$ cat src/rtl/pci_arb_pkg.sv
// Shared types and constants for the PCI bus arbiter.
// Holds the arbiter FSM state encoding and the owner index width.
package pci_arb_pkg;

    localparam int MAX_MASTERS = 8;
    localparam int OWNER_W     = 3;

    typedef enum logic [1:0] {
        IDLE,
        GRANT,
        BUSY,
        DEAD
    } arb_state_e;

endpackage

$ cat src/rtl/pci_rr_picker.sv
// Circular priority encoder for the PCI bus arbiter.
// Picks the first requester above the last-served index, wrapping around.
module pci_rr_picker
    import pci_arb_pkg::*;
#(
    parameter int NUM_MASTERS = 4
) (
    input  logic [NUM_MASTERS-1:0] req,
    input  logic [OWNER_W-1:0]     last,
    output logic [OWNER_W-1:0]     win,
    output logic                   any
);

    logic found;

    // Search masters above last first, then wrap to the ones at or below it.
    always_comb begin
        win   = '0;
        found = 1'b0;
        any   = |req;
        for (int j = 0; j < NUM_MASTERS; j++) begin
            if (!found && req[j] && (j > int'(last))) begin
                win   = OWNER_W'(j);
                found = 1'b1;
            end
        end
        for (int j = 0; j < NUM_MASTERS; j++) begin
            if (!found && req[j] && (j <= int'(last))) begin
                win   = OWNER_W'(j);
                found = 1'b1;
            end
        end
    end

endmodule

$ cat src/rtl/pci_bus_arbiter.sv
// Central round-robin PCI bus arbiter with dead-cycle handover and grant timeout.
// Bus parking on PARK_ID is enabled by defining ARB_PARK_EN.
module pci_bus_arbiter
    import pci_arb_pkg::*;
#(
    parameter int NUM_MASTERS = 4,
    parameter int TIMEOUT     = 16,
    parameter int PARK_ID     = 0
) (
    input  logic                   CLK,
    input  logic                   REST,
    input  logic [NUM_MASTERS-1:0] REQ_N,
    input  logic                   FRAME,
    input  logic                   IRDY,
    output logic [NUM_MASTERS-1:0] GNT_N,
    output logic [OWNER_W-1:0]     OWNER,
    output logic                   OWNER_VALID,
    output logic                   TIMEOUT_HIT
);

    localparam int CNT_W = $clog2(TIMEOUT + 1);
    localparam logic [CNT_W-1:0]   CNT_LAST = CNT_W'(TIMEOUT - 1);
    localparam logic [CNT_W-1:0]   CNT_MAX  = CNT_W'(TIMEOUT);
    localparam logic [OWNER_W-1:0] PARK_OWN = OWNER_W'(PARK_ID);
    localparam logic [OWNER_W-1:0] LAST_RST = OWNER_W'(NUM_MASTERS - 1);
`ifdef ARB_PARK_EN
    localparam bit PARK_EN = 1'b1;
`else
    localparam bit PARK_EN = 1'b0;
`endif

    arb_state_e state, nxt_state;
    logic [OWNER_W-1:0] last, nxt_last, nxt_owner, win;
    logic [CNT_W-1:0] cnt, nxt_cnt;
    logic [NUM_MASTERS-1:0] req, owner_oh, gnt_d;
    logic any, idle_q, to_d, gnt_on;
    logic bus_idle, bus_start, own_req, others_req, parked;

    assign req        = ~REQ_N;
    assign bus_idle   = FRAME & IRDY;
    assign bus_start  = idle_q & ~FRAME;
    assign owner_oh   = NUM_MASTERS'(1) << OWNER;
    assign own_req    = |(req & owner_oh);
    assign others_req = |(req & ~owner_oh);
    assign parked     = PARK_EN && (state == IDLE) && OWNER_VALID;

    pci_rr_picker #(
        .NUM_MASTERS(NUM_MASTERS)
    ) u_picker (
        .req (req),
        .last(last),
        .win (win),
        .any (any)
    );

    // Next-state, owner, counter and registered-grant decode.
    always_comb begin
        nxt_state = state;
        nxt_owner = OWNER;
        nxt_last  = last;
        nxt_cnt   = cnt;
        to_d      = 1'b0;
        unique case (state)
            IDLE: begin
                if (parked && bus_start) begin
                    nxt_state = BUSY;
                    nxt_owner = PARK_OWN;
                    nxt_last  = PARK_OWN;
                    nxt_cnt   = '0;
                end else if (any) begin
                    if (PARK_EN && (win != PARK_OWN)) begin
                        nxt_state = DEAD;
                    end else begin
                        nxt_state = GRANT;
                        nxt_owner = win;
                        nxt_cnt   = '0;
                    end
                end else if (PARK_EN) begin
                    nxt_owner = PARK_OWN;
                end
            end
            GRANT: begin
                if (bus_start) begin
                    nxt_state = BUSY;
                    nxt_last  = OWNER;
                    nxt_cnt   = '0;
                end else if (!own_req) begin
                    nxt_state = DEAD;
                end else if (bus_idle) begin
                    if (cnt == CNT_LAST) begin
                        to_d      = 1'b1;
                        nxt_last  = OWNER;
                        nxt_state = DEAD;
                    end else if (cnt != CNT_MAX) begin
                        nxt_cnt = cnt + 1'b1;
                    end
                end
            end
            BUSY: begin
                if (others_req) begin
                    nxt_state = DEAD;
                end else if (bus_idle && !own_req) begin
                    nxt_state = DEAD;
                end
            end
            DEAD: begin
                nxt_cnt = '0;
                if (any) begin
                    nxt_state = GRANT;
                    nxt_owner = win;
                end else begin
                    nxt_state = IDLE;
                    if (PARK_EN) begin
                        nxt_owner = PARK_OWN;
                    end
                end
            end
        endcase
        gnt_on = (nxt_state == GRANT) || (nxt_state == BUSY) ||
                 (PARK_EN && (nxt_state == IDLE));
        gnt_d  = gnt_on ? ~(NUM_MASTERS'(1) << nxt_owner) : '1;
    end

    // State, arbitration bookkeeping and registered bus outputs.
    always_ff @(posedge CLK or negedge REST) begin
        if (!REST) begin
            state       <= IDLE;
            last        <= LAST_RST;
            cnt         <= '0;
            idle_q      <= 1'b1;
            GNT_N       <= '1;
            OWNER       <= '0;
            OWNER_VALID <= 1'b0;
            TIMEOUT_HIT <= 1'b0;
        end else begin
            state       <= nxt_state;
            last        <= nxt_last;
            cnt         <= nxt_cnt;
            idle_q      <= bus_idle;
            GNT_N       <= gnt_d;
            OWNER       <= nxt_owner;
            OWNER_VALID <= gnt_on;
            TIMEOUT_HIT <= to_d;
        end
    end

endmodule
$ cat config.mk
export PLATFORM = sky130hd
export DESIGN_NAME = pci_bus_arbiter
export DESIGN_NICKNAME = d
export VERILOG_FILES = /design/src/rtl/pci_arb_pkg.sv /design/src/rtl/pci_rr_picker.sv /design/src/rtl/pci_bus_arbiter.sv
export SDC_FILE = /design/constraint.sdc
export NUM_CORES = 1
export LEC_CHECK = 0
export CORE_MARGIN = 1.5
export CORE_UTILIZATION = 58
export CTS_CLUSTER_SIZE = 40
export DETAILED_ROUTE_END_ITERATION = 10
export PLACE_DENSITY = 0.83
export RECOVER_POWER = 50
export SETUP_SLACK_MARGIN = 0.4
export SLEW_MARGIN = 20
export SYNTH_ARGS = -nofsm -noshare
export SYNTH_HDL_FRONTEND = slang
export SYNTH_SLANG_ARGS = --single-unit
$ cat constraint.sdc
create_clock -name CLK -period 3.6 [get_ports CLK]
set_input_delay 0.36 -clock CLK [delete_from_list [all_inputs] [get_ports CLK]]
set_output_delay 0.36 -clock CLK [all_outputs]
set_load 0.02 [all_outputs]
==> flow_metrics.py <==
metrics = {
    "run_status": {
        "status": "complete, no violations",
    },
    "timing": {
        "fmax_mhz": 368.9,
        "whs_ns": 0.5738,
        "slew_headroom_pct": 43.97,
        "setup_ws_ns": 0.8895,
        "finalSetupViolCount": 0,
        "tns_ns": 0,
        "slew_violations": 0,
        "tightest_slew_ns": 0.8377,
        "skew_ns": 0.01049,
        "finalHoldViolations": 0,
        "period_minus_slack_ns": 2.711,
        "min_period_over_period_pct": 75.29,
        "rsz0062_at_grt": "false",
    },
    "synthesis": {
        "synth_nets": 151,
        "synthFlopType": "dfrtp_1",
        "synthTopCellsByArea": "dfrtp_1 25%, dfstp_2 14%, ha_1 7.7%",
        "yosys_warnings": 0,
        "synth_area_leader_cell": "dfrtp_1",
        "synth-edff-count": 0,
        "synth_seq_area_share_pct": 39.40,
        "synth_cell_types": 47,
        "yosys_register_bits": 20,
        "yosys.area.top_type_share_pct": 25.17,
        "async_flop_share_pct": 100.0,
        "netlist_area_sq_um": 1292,
        "avgSynthCellArea_sq_um": 9.574,
        "synthCells": 135,
    },
    "final_layout": {
        "final_cell_mix": "14 x nor2_1, 13 x dfrtp_1, 13 x nand2_1, 12 x clkdlybuf4s50_1, 10 x inv_1",
        "area_delta_synth_final_pct": 16.46,
        "fin_nets": 168,
        "antenna_cells": 0,
        "utilization_pct": 74.44,
        "drive_gt1_share_pct": 11.92,
        "final_common_cell": "nor2_1",
    },
    "clock_tree": {
        "clk_latency_ns": 0.31,
        "cts_tree": "done",
        "clock_path_buffers": 2,
        "cts-root-buf": "clkbuf_4",
        "numCtsBuffers": 3,
        "clkSinkCount": 20,
        "hold_buffers": 0,
        "cts_resized": 0,
        "postCtsSetupRepairBufs": 0,
        "cts_max_level": 1,
        "clkTransAtPathRegs_ns": 0.11,
    },
    "global_route": {
        "grt_overflow_total": 0,
        "grt_start_max_net_pins": 21,
        "track_usage_pct": 25.51,
        "grt_pass1_vias": 1031,
        "antenna_found_initial": 0,
        "grt_pass1_wl_microns": 4830,
    },
    "die": {
        "start_util_pct": 63.92,
        "ioPinCount": 17,
        "dieArea_sq_um": 2521,
        "dieWidth_microns": 50.21,
        "die_h_microns": 50.21,
        "core_area_sq_um": 2022,
        "rows": 16,
    },
    "worst_setup_path": {
        "critical-path-max-stage-delay_ns": 0.71,
        "critPathBufInv": 1,
        "worstPathCellList": "dlygate4sd3_1 > nand4_1 > o21ai_0 > o311ai_4 > a211oi_2 > mux2i_1 > or3b_1",
        "crit_path_start_kind": "input pin",
        "crit_arrival_ns": 2.95,
        "path_max_fanout": 9,
        "critical_path_required_ns": 3.84,
        "path_delay_family": "compound AO/OA/AOI/OAI gates",
        "critical_path_class": "in2reg",
        "endpoint_kind": "flop",
        "cp_slowest_cell": "dlygate4sd3_1",
    },
    "route": {
        "dr.pass1.iters": 4,
        "vias": 1073,
        "drc_errors": 0,
        "wl_per_cell_microns": 15.48,
        "wl_microns": 2756,
        "vias_per_cell": 6.028,
        "ant_nets": 0,
        "drtIter0Drc": 27,
    },
    "placed_design": {
        "dp_hpwl_microns": 2071,
        "dpl_worst_slack_ns": 0.6696,
        "io_buffers": 16,
        "gp_congestion": 0.9022,
    },
    "pwr": {
        "p_per_area_nw_per_um2": 829.6,
        "vdd_drop_max_uv": 515.4,
        "total_power_w": 0.001249,
        "p_leak_nw": 0.6615,
    },
    "run": {
        "maxCapViolCount": 0,
    },
    "min_path": {
        "min-delay-path-class": "reg2reg",
    },
}
[where the power goes]
| group | total (W) | internal (W) | switching, W |
|---|---|---|---|
| Sequential | 0.000394 | 0.000312 | 0.0000818 |
| Combinational | 0.000673 | 0.000285 | 0.000388 |
| Clock | 0.000181 | 0.000113 | 0.0000687 |
[kinds of logic (layout without fill, tap and decap cells)]
kind of cell               count (synthesis)  count (layout)  synth area share [%]
AOI/OAI and AO/OA                         26              26                 16.46
xor gates and xnor gates                   3               3                 2.033
adders and majority gates                  9               9                 8.519
buffers and inverters                     14              30                 4.840
DFF                                       20              20                 39.40
muxes                                      7               7                 5.711
and+or+nand+nor                           56              56                 23.04
[synth_stat cells, drive strengths merged (2+ instances only)]
| master | n |
|---|---|
| nor2 | 14 |
| o21ai | 6 |
| ha | 8 |
| xnor2 | 3 |
| a21oi | 5 |
| nand2b | 2 |
| a22o | 2 |
| nor3 | 4 |
| nor3b | 2 |
| nand4 | 2 |
| nand3 | 3 |
| dfstp | 7 |
| and3 | 2 |
| mux2i | 4 |
| inv | 10 |
| mux2 | 3 |
| a211oi | 4 |
| buf | 3 |
| dfrtp | 13 |
| nand3b | 2 |
| nand2 | 14 |
[routing by layer]
metal | wire length [microns] | GRT usage, %
met5 | 0 | 0
met4 | 29 | 10.65
met3 | 108 | 3.571
met2 | 1357 | 42.32
met1 | 1260 | 33.40
[area by class of cell]
class                           instances  area [sq um]
Multi-Input combinational cell        101         711.9
Timing Repair Buffer                   16         160.2
Inverter                               10         37.54
Sequential cell                        20         509.2
Clock buffer                            3         22.52
Tap cell                               27         33.78
Clock inverter                          1         30.03
Fill cell                             145         516.7
[metrics by stage]
stage	instance area [sq um]	cells
2_1_floorplan	1292	135
3_3_place_gp	1461	174
3_5_place_dp	1461	174
4_1_cts	1514	178
5_1_grt	1505	178
6_report	1505	178
[registers in the layout (all words and copies together), names as in the netlist]
register,cells
TIMEOUT_HIT,1
state,2
GNT_N,4
cnt,5
OWNER_VALID,1
OWNER,3
last,3
idle_q,1
[final timing paths]
path / start / end / slack [ns] / cells after the start
setup / recovery: REQ_N[3] / GNT_N[0] / 0.89 / 7
min in group asynchronous: REST / cnt[3] / 0.58 / 1
setup reg to reg: cnt[0] / GNT_N[0] / 1.00 / 9
hold reg to reg: cnt[4] / cnt[4] / 0.57 / 2
hold / removal: cnt[4] / cnt[4] / 0.57 / 2
max in group asynchronous: REST / last[2] / 2.49 / 1
[worst reg2reg max path, delay by kind of cell, from the launching register on]
kind / cells / cell delay, ns
AO/OA/AOI/OAI: 1 / 0.18
adder cells (fa/ha/maj): 2 / 0.42
flip-flops: 1 / 0.41
multiplexers: 1 / 0.25
AND/OR/NAND/NOR: 5 / 1.27
No activity file was read; power rests on OpenSTA's default activity.
==> RTL change 1, RTL diff (same flow settings) <==
Encoding of `arb_state_e`: now Gray code (2 bits for 4 states).
--- a/src/rtl/pci_arb_pkg.sv
+++ b/src/rtl/pci_arb_pkg.sv
@@ -7,8 +7,8 @@
 
     typedef enum logic [1:0] {
-        IDLE,
-        GRANT,
-        BUSY,
-        DEAD
+        IDLE  = 2'b00,
+        GRANT = 2'b01,
+        BUSY  = 2'b11,
+        DEAD  = 2'b10
     } arb_state_e;
 
Behaviour: same outputs for any inputs over 10 cycles, from zero or initial values; not proved beyond that.
==> RTL change 1 against the unedited design <==
  * Worst setup slack improved by 0.45 ns
  * Clock skew shrank 0.0088 ns
  * Sequential cell count decreased by 1
  * Power shrank 25%
  * Cell area decreased by 14%
  * Critical endpoint is now cnt[0]$_DFFE_PN0P_
  * Synthesized area down 14%
  * Hold slack worse by 0.018 ns
  * Wire length fell by 12%
==> RTL change 1: results (changes against the unedited design) <==
Pwr:
- The leakage power of the design was 0.5565 nW (-16%).
- The cell-internal power was 0.5337 mW (-25%).
- The largest vdd supply drop is 0.5605 mV (+8.8%).

Route:
- The starting DRC count in detailed routing is 21 (-22%).
- The total number of vias was 917 (-15%).

Setup path:
- The worst reg2reg path startpoint is OWNER[0]$_DFF_PN0_.
- The worst reg2reg path depth is 5 (-4).
- The launch point of the critical path is REQ_N[1].
- The highest fanout seen on the critical path is 8 (-1).
- The arrival time of data at the critical path endpoint is 2.47 ns (-0.48 ns).
- The slack of the worst reg-to-reg path is 1.52 ns (+0.52 ns).

GRT:
- The first-pass GRT wire length is 4091 µm (-15%).
- The number of global-route vias before repair is 888 (-14%).

Cells and area:
- The count of filler cells inserted in the layout is 128 (-12%).
- The share of final layout cell area taken by non-clock buffers is 12.31% (+1.7 points).
- The fraction of final layout cells sized beyond drive strength 1 was 13.11% (+1.2 points).
- The utilization of the core after routing is 73.76% (-0.68 points).

Outcome:
- The run finished with clean final reports.

CTS:
- The clock sink total was 19 (-5.0%).

Synth:
- Yosys attributes the largest share of cell area to dfrtp_1, dfstp_2, nor2_1.
- The post-synthesis area per instance is 10.67 µm² (+11%).
- The net count after synthesis is 115 (-24%).
- The commonest cells after synthesis are nor2_1, dfrtp_1, dfstp_2, inv_1.

Place:
- The number of placed instances with taps included is 143 (-18%).
- The HPWL after detailed placement is 1774 µm (-14%).

Timing:
- The time the final worst path needs with I/O delays and setup was 2.258 ns (-0.4530 ns).

Min path:
- The count of cells along the worst hold path is 1 (-1).
-- RTL change 1: cell types whose count changed in the layout (fill, tap and decap cells not counted), moves of 3 or more --
cell	change
ha_1	-5
nor3_1	-3
a211o_1	+3
mux2_1	+3
a21oi_1	-4
inv_1	-3
nand2_1	-9
mux2i_1	-3
o21ai_0	-4
nor2b_1	+3
xnor2_1	-3
-- RTL change 1: power groups by stage --
stage / combinational, mW / sequential [mW] / clock [mW]
6_report: 0.451 / 0.366 / 0.114
5_1_grt: 0.490 / 0.378 / 0.123
3_3_place_gp: 0.436 / 0.366 / 0
4_1_cts: 0.454 / 0.365 / 0.115
2_1_floorplan: 0.298 / 0.382 / 0
3_5_place_dp: 0.451 / 0.369 / 0
-- RTL change 1: critical path, cell delays in order --
cell and delay, ns:
dlygate4sd3_1 0.64, a41oi_1 0.64, a211o_1 0.24, and3_1 0.25, nor2_1 0.10, a22o_1 0.24
-- RTL change 1: logic make-up (layout without fill, tap and decap cells) --
| family | after synthesis | in the layout | synth area share, % |
|---|---|---|---|
| compound gates | 26 | 26 | 20.97 |
| xor+xnor | 2 | 2 | 1.579 |
| fa+ha+maj | 3 | 3 | 3.383 |
| buf+inv | 9 | 27 | 3.833 |
| flops | 19 | 19 | 43.63 |
| mux | 6 | 6 | 6.539 |
| simple gates | 39 | 39 | 20.07 |
-- RTL change 1: routing by layer --
metal / track usage [%] / routed length [µm] / vias up
met4: 15.00 / 76 / 0
met5: 0 / 0 / -
met1: 34.65 / 1060 / 442
li1: - / - / 434
met3: 6.538 / 115 / 11
met2: 42.78 / 1178 / 30
==> RTL change 2, RTL diff (config.mk and constraints unchanged) <==
Without the edit above. `NUM_MASTERS` is set to 4 in 2 places; all go to 5.
--- a/src/rtl/pci_rr_picker.sv
+++ b/src/rtl/pci_rr_picker.sv
@@ -4,5 +4,5 @@
     import pci_arb_pkg::*;
 #(
-    parameter int NUM_MASTERS = 4
+    parameter int NUM_MASTERS = 5
 ) (
     input  logic [NUM_MASTERS-1:0] req,
--- a/src/rtl/pci_bus_arbiter.sv
+++ b/src/rtl/pci_bus_arbiter.sv
@@ -4,5 +4,5 @@
     import pci_arb_pkg::*;
 #(
-    parameter int NUM_MASTERS = 4,
+    parameter int NUM_MASTERS = 5,
     parameter int TIMEOUT     = 16,
     parameter int PARK_ID     = 0
Ports: changed (resized GNT_N and REQ_N); port bits go from 17 to 19. The function was not compared with the original's and may differ.
==> RTL change 2 against the unedited design <==
  * Sequential cell count is 1 higher
  * Clock power is 36% lower
  * Cell area is 9.0% higher
  * Wire length is 19% higher
  * Synthesized cell count is 16% higher
  * Sequential power is 8.1% higher
  * Combinational power is 19% higher
  * Synthesized area is 12% higher
  * Worst setup slack better by 0.31 ns
  * Core utilization is 2.4 points lower
  * Power is 7.5% higher
  * Global-route usage is 1.9 points higher
  * Critical endpoint is now OWNER_VALID$_DFF_PN0_
  * Largest cell class unchanged
  * Largest power group unchanged
  * Highest routed layer unchanged
==> RTL change 2: results (changes against the unedited design) <==
Synth:
- The register area share after synthesis is 37.00% (-2.4 points).
- The post-synthesis cell type count is 52 (+11%).
- Ranked by total cell area, the synthesized netlist is headed by dfrtp_1, dfstp_2, ha_1.
- The net count after synthesis was 174 (+15%).
- Counting instances in the post-synthesis netlist gives the leading cell types as dfrtp_1, inv_1, nor2_1, nand2_1, o21ai_0.

Route:
- The starting DRC count in detailed routing is 36 (+33%).
- The via density per instance came to 6.242 (+3.6%).
- The average wire length per cell after detail routing is 16.58 µm (+7.1%).

Setup path:
- The highest fanout seen on the critical path came to 10 (+1).
- The arrival time of data at the critical path endpoint is 2.61 ns (-0.34 ns).
- Among all stages on the critical path, the largest delay is contributed by dlygate4sd3_1.
- The biggest cell delay along the critical path was 0.68 ns (-0.03 ns).
- The worst reg2reg path startpoint is OWNER[2]$_DFF_PN0_.
- The endpoint identified for the worst register-to-register timing path is OWNER_VALID$_DFF_PN0_.
- The worst reg2reg path depth is 6 (-3).

CTS:
- The buffer type at the clock tree root is clkbuf_4.

Timing:
- The slew at the pin closest to its max-slew limit is 0.9189 ns (+0.08115 ns).
- The worst clock skew is 0.006417 ns (-0.004070 ns).

Cells and area:
- The largest registers in the layout are GNT_N (5), cnt (5).
- The fraction of final layout cells sized beyond drive strength 1 is 11.76% (-0.16 points).

GRT:
- The global-route usage over all layers is 27.45% (+1.9 points).
- The initial antenna violation count is 0 (unchanged).
- The first-pass GRT wire length is 5609 µm (+16%).
- The number of global-route vias before repair is 1216 (+18%).
- The largest net degree at the start of global routing is 22 (+4.8%).

Pwr:
- The switching component of the power is 0.6476 mW (+20%).
- The leakage power of the design is 0.6691 nW (+1.1%).

Outcome:
- The flow ran to the end, and the final reports show no timing, DRC or antenna violations.

Place:
- The routability congestion estimate was 0.9147 (+1.4%).
- The number of input and output port buffers inserted came to 18 (+2).
- The HPWL after detailed placement was 2444 µm (+18%).
-- RTL change 2: cell count changes after synthesis, moves of 4 or more --
| cell | delta |
|---|---|
| nand3_1 | +5 |
| nand2_1 | -4 |
| clkbuf_1 | +4 |
| o21ai_1 | +4 |
| mux2i_1 | -4 |
-- RTL change 2: cell type report --
class                   instances  area (µm²)
clock buffers                   4       26.28
repair buffers                 18       180.2
flip-flops and latches         21       534.3
inverters                      12       45.04
fillers                       172       635.6
well taps                      28       35.03
multi-input cells             115       819.5
-- RTL change 2: power by group through the flow --
| stage | logic (mW) | clock network [mW] | registers (mW) |
|---|---|---|---|
| finish | 0.801 | 0.115 | 0.426 |
| global route | 0.889 | 0.126 | 0.438 |
| CTS | 0.801 | 0.117 | 0.422 |
| detailed placement | 0.797 | 0 | 0.426 |
| global placement | 0.767 | 0 | 0.420 |
| floorplan | 0.617 | 0 | 0.400 |
-- RTL change 2: metal layers --
metal	wire, µm	global-route usage [%]	vias up
met1	1369	36.94	593
met2	1719	44.38	45
met4	39	9.829	0
li1	-	-	594
met5	0	0	-
met3	154	4.520	4
-- RTL change 2: worst max-delay path by stage --
stage                       start                     to  depth (start not counted)
3_5_place_dp             REQ_N[4]  OWNER_VALID$_DFF_PN0_                          7
5_1_grt                  REQ_N[4]  OWNER_VALID$_DFF_PN0_                          7
4_1_cts                  REQ_N[4]  OWNER_VALID$_DFF_PN0_                          7
2_1_floorplan  OWNER[2]$_DFF_PN0_  OWNER_VALID$_DFF_PN0_                          7
6_report                 REQ_N[4]  OWNER_VALID$_DFF_PN0_                          7
3_3_place_gp             REQ_N[4]  OWNER_VALID$_DFF_PN0_                          7
-- RTL change 2: per-stage QoR --
step / instance area, µm² / worst slack, ns / utilization [%] / hold WS, ns / cells
global route: 1640 / 1.137 / 72.07 / 0.6220 / 198
CTS: 1640 / 1.270 / 72.07 / 0.5744 / 198
detailed placement: 1614 / 0.9385 / 70.92 / 0.5712 / 194
global placement: 1614 / 0.9938 / 70.92 / 0.5229 / 194
finish: 1640 / 1.196 / 72.07 / 0.5869 / 198
floorplan: 1444 / 1.522 / - / 0.06441 / 157
-- RTL change 2: critical path: cells and delay by family --
kind	cells	cell delay, ns
buffers and inverters	1	0.68
AO/OA/AOI/OAI	2	0.63
multiplexers	1	0.30
AND/OR/NAND/NOR	3	0.64
-- RTL change 2: cells by family (layout without fill, tap and decap cells) --
family,after synthesis,after routing,synth area share [%]
buffers and inverters,21,34,6.239
XOR/XNOR,1,1,0.6067
adder cells (fa/ha/maj),8,8,6.933
AO/OA/AOI/OAI,44,44,24.00
flip-flops,21,21,37.00
AND/OR/NAND/NOR,58,58,21.84
multiplexers,4,4,3.379
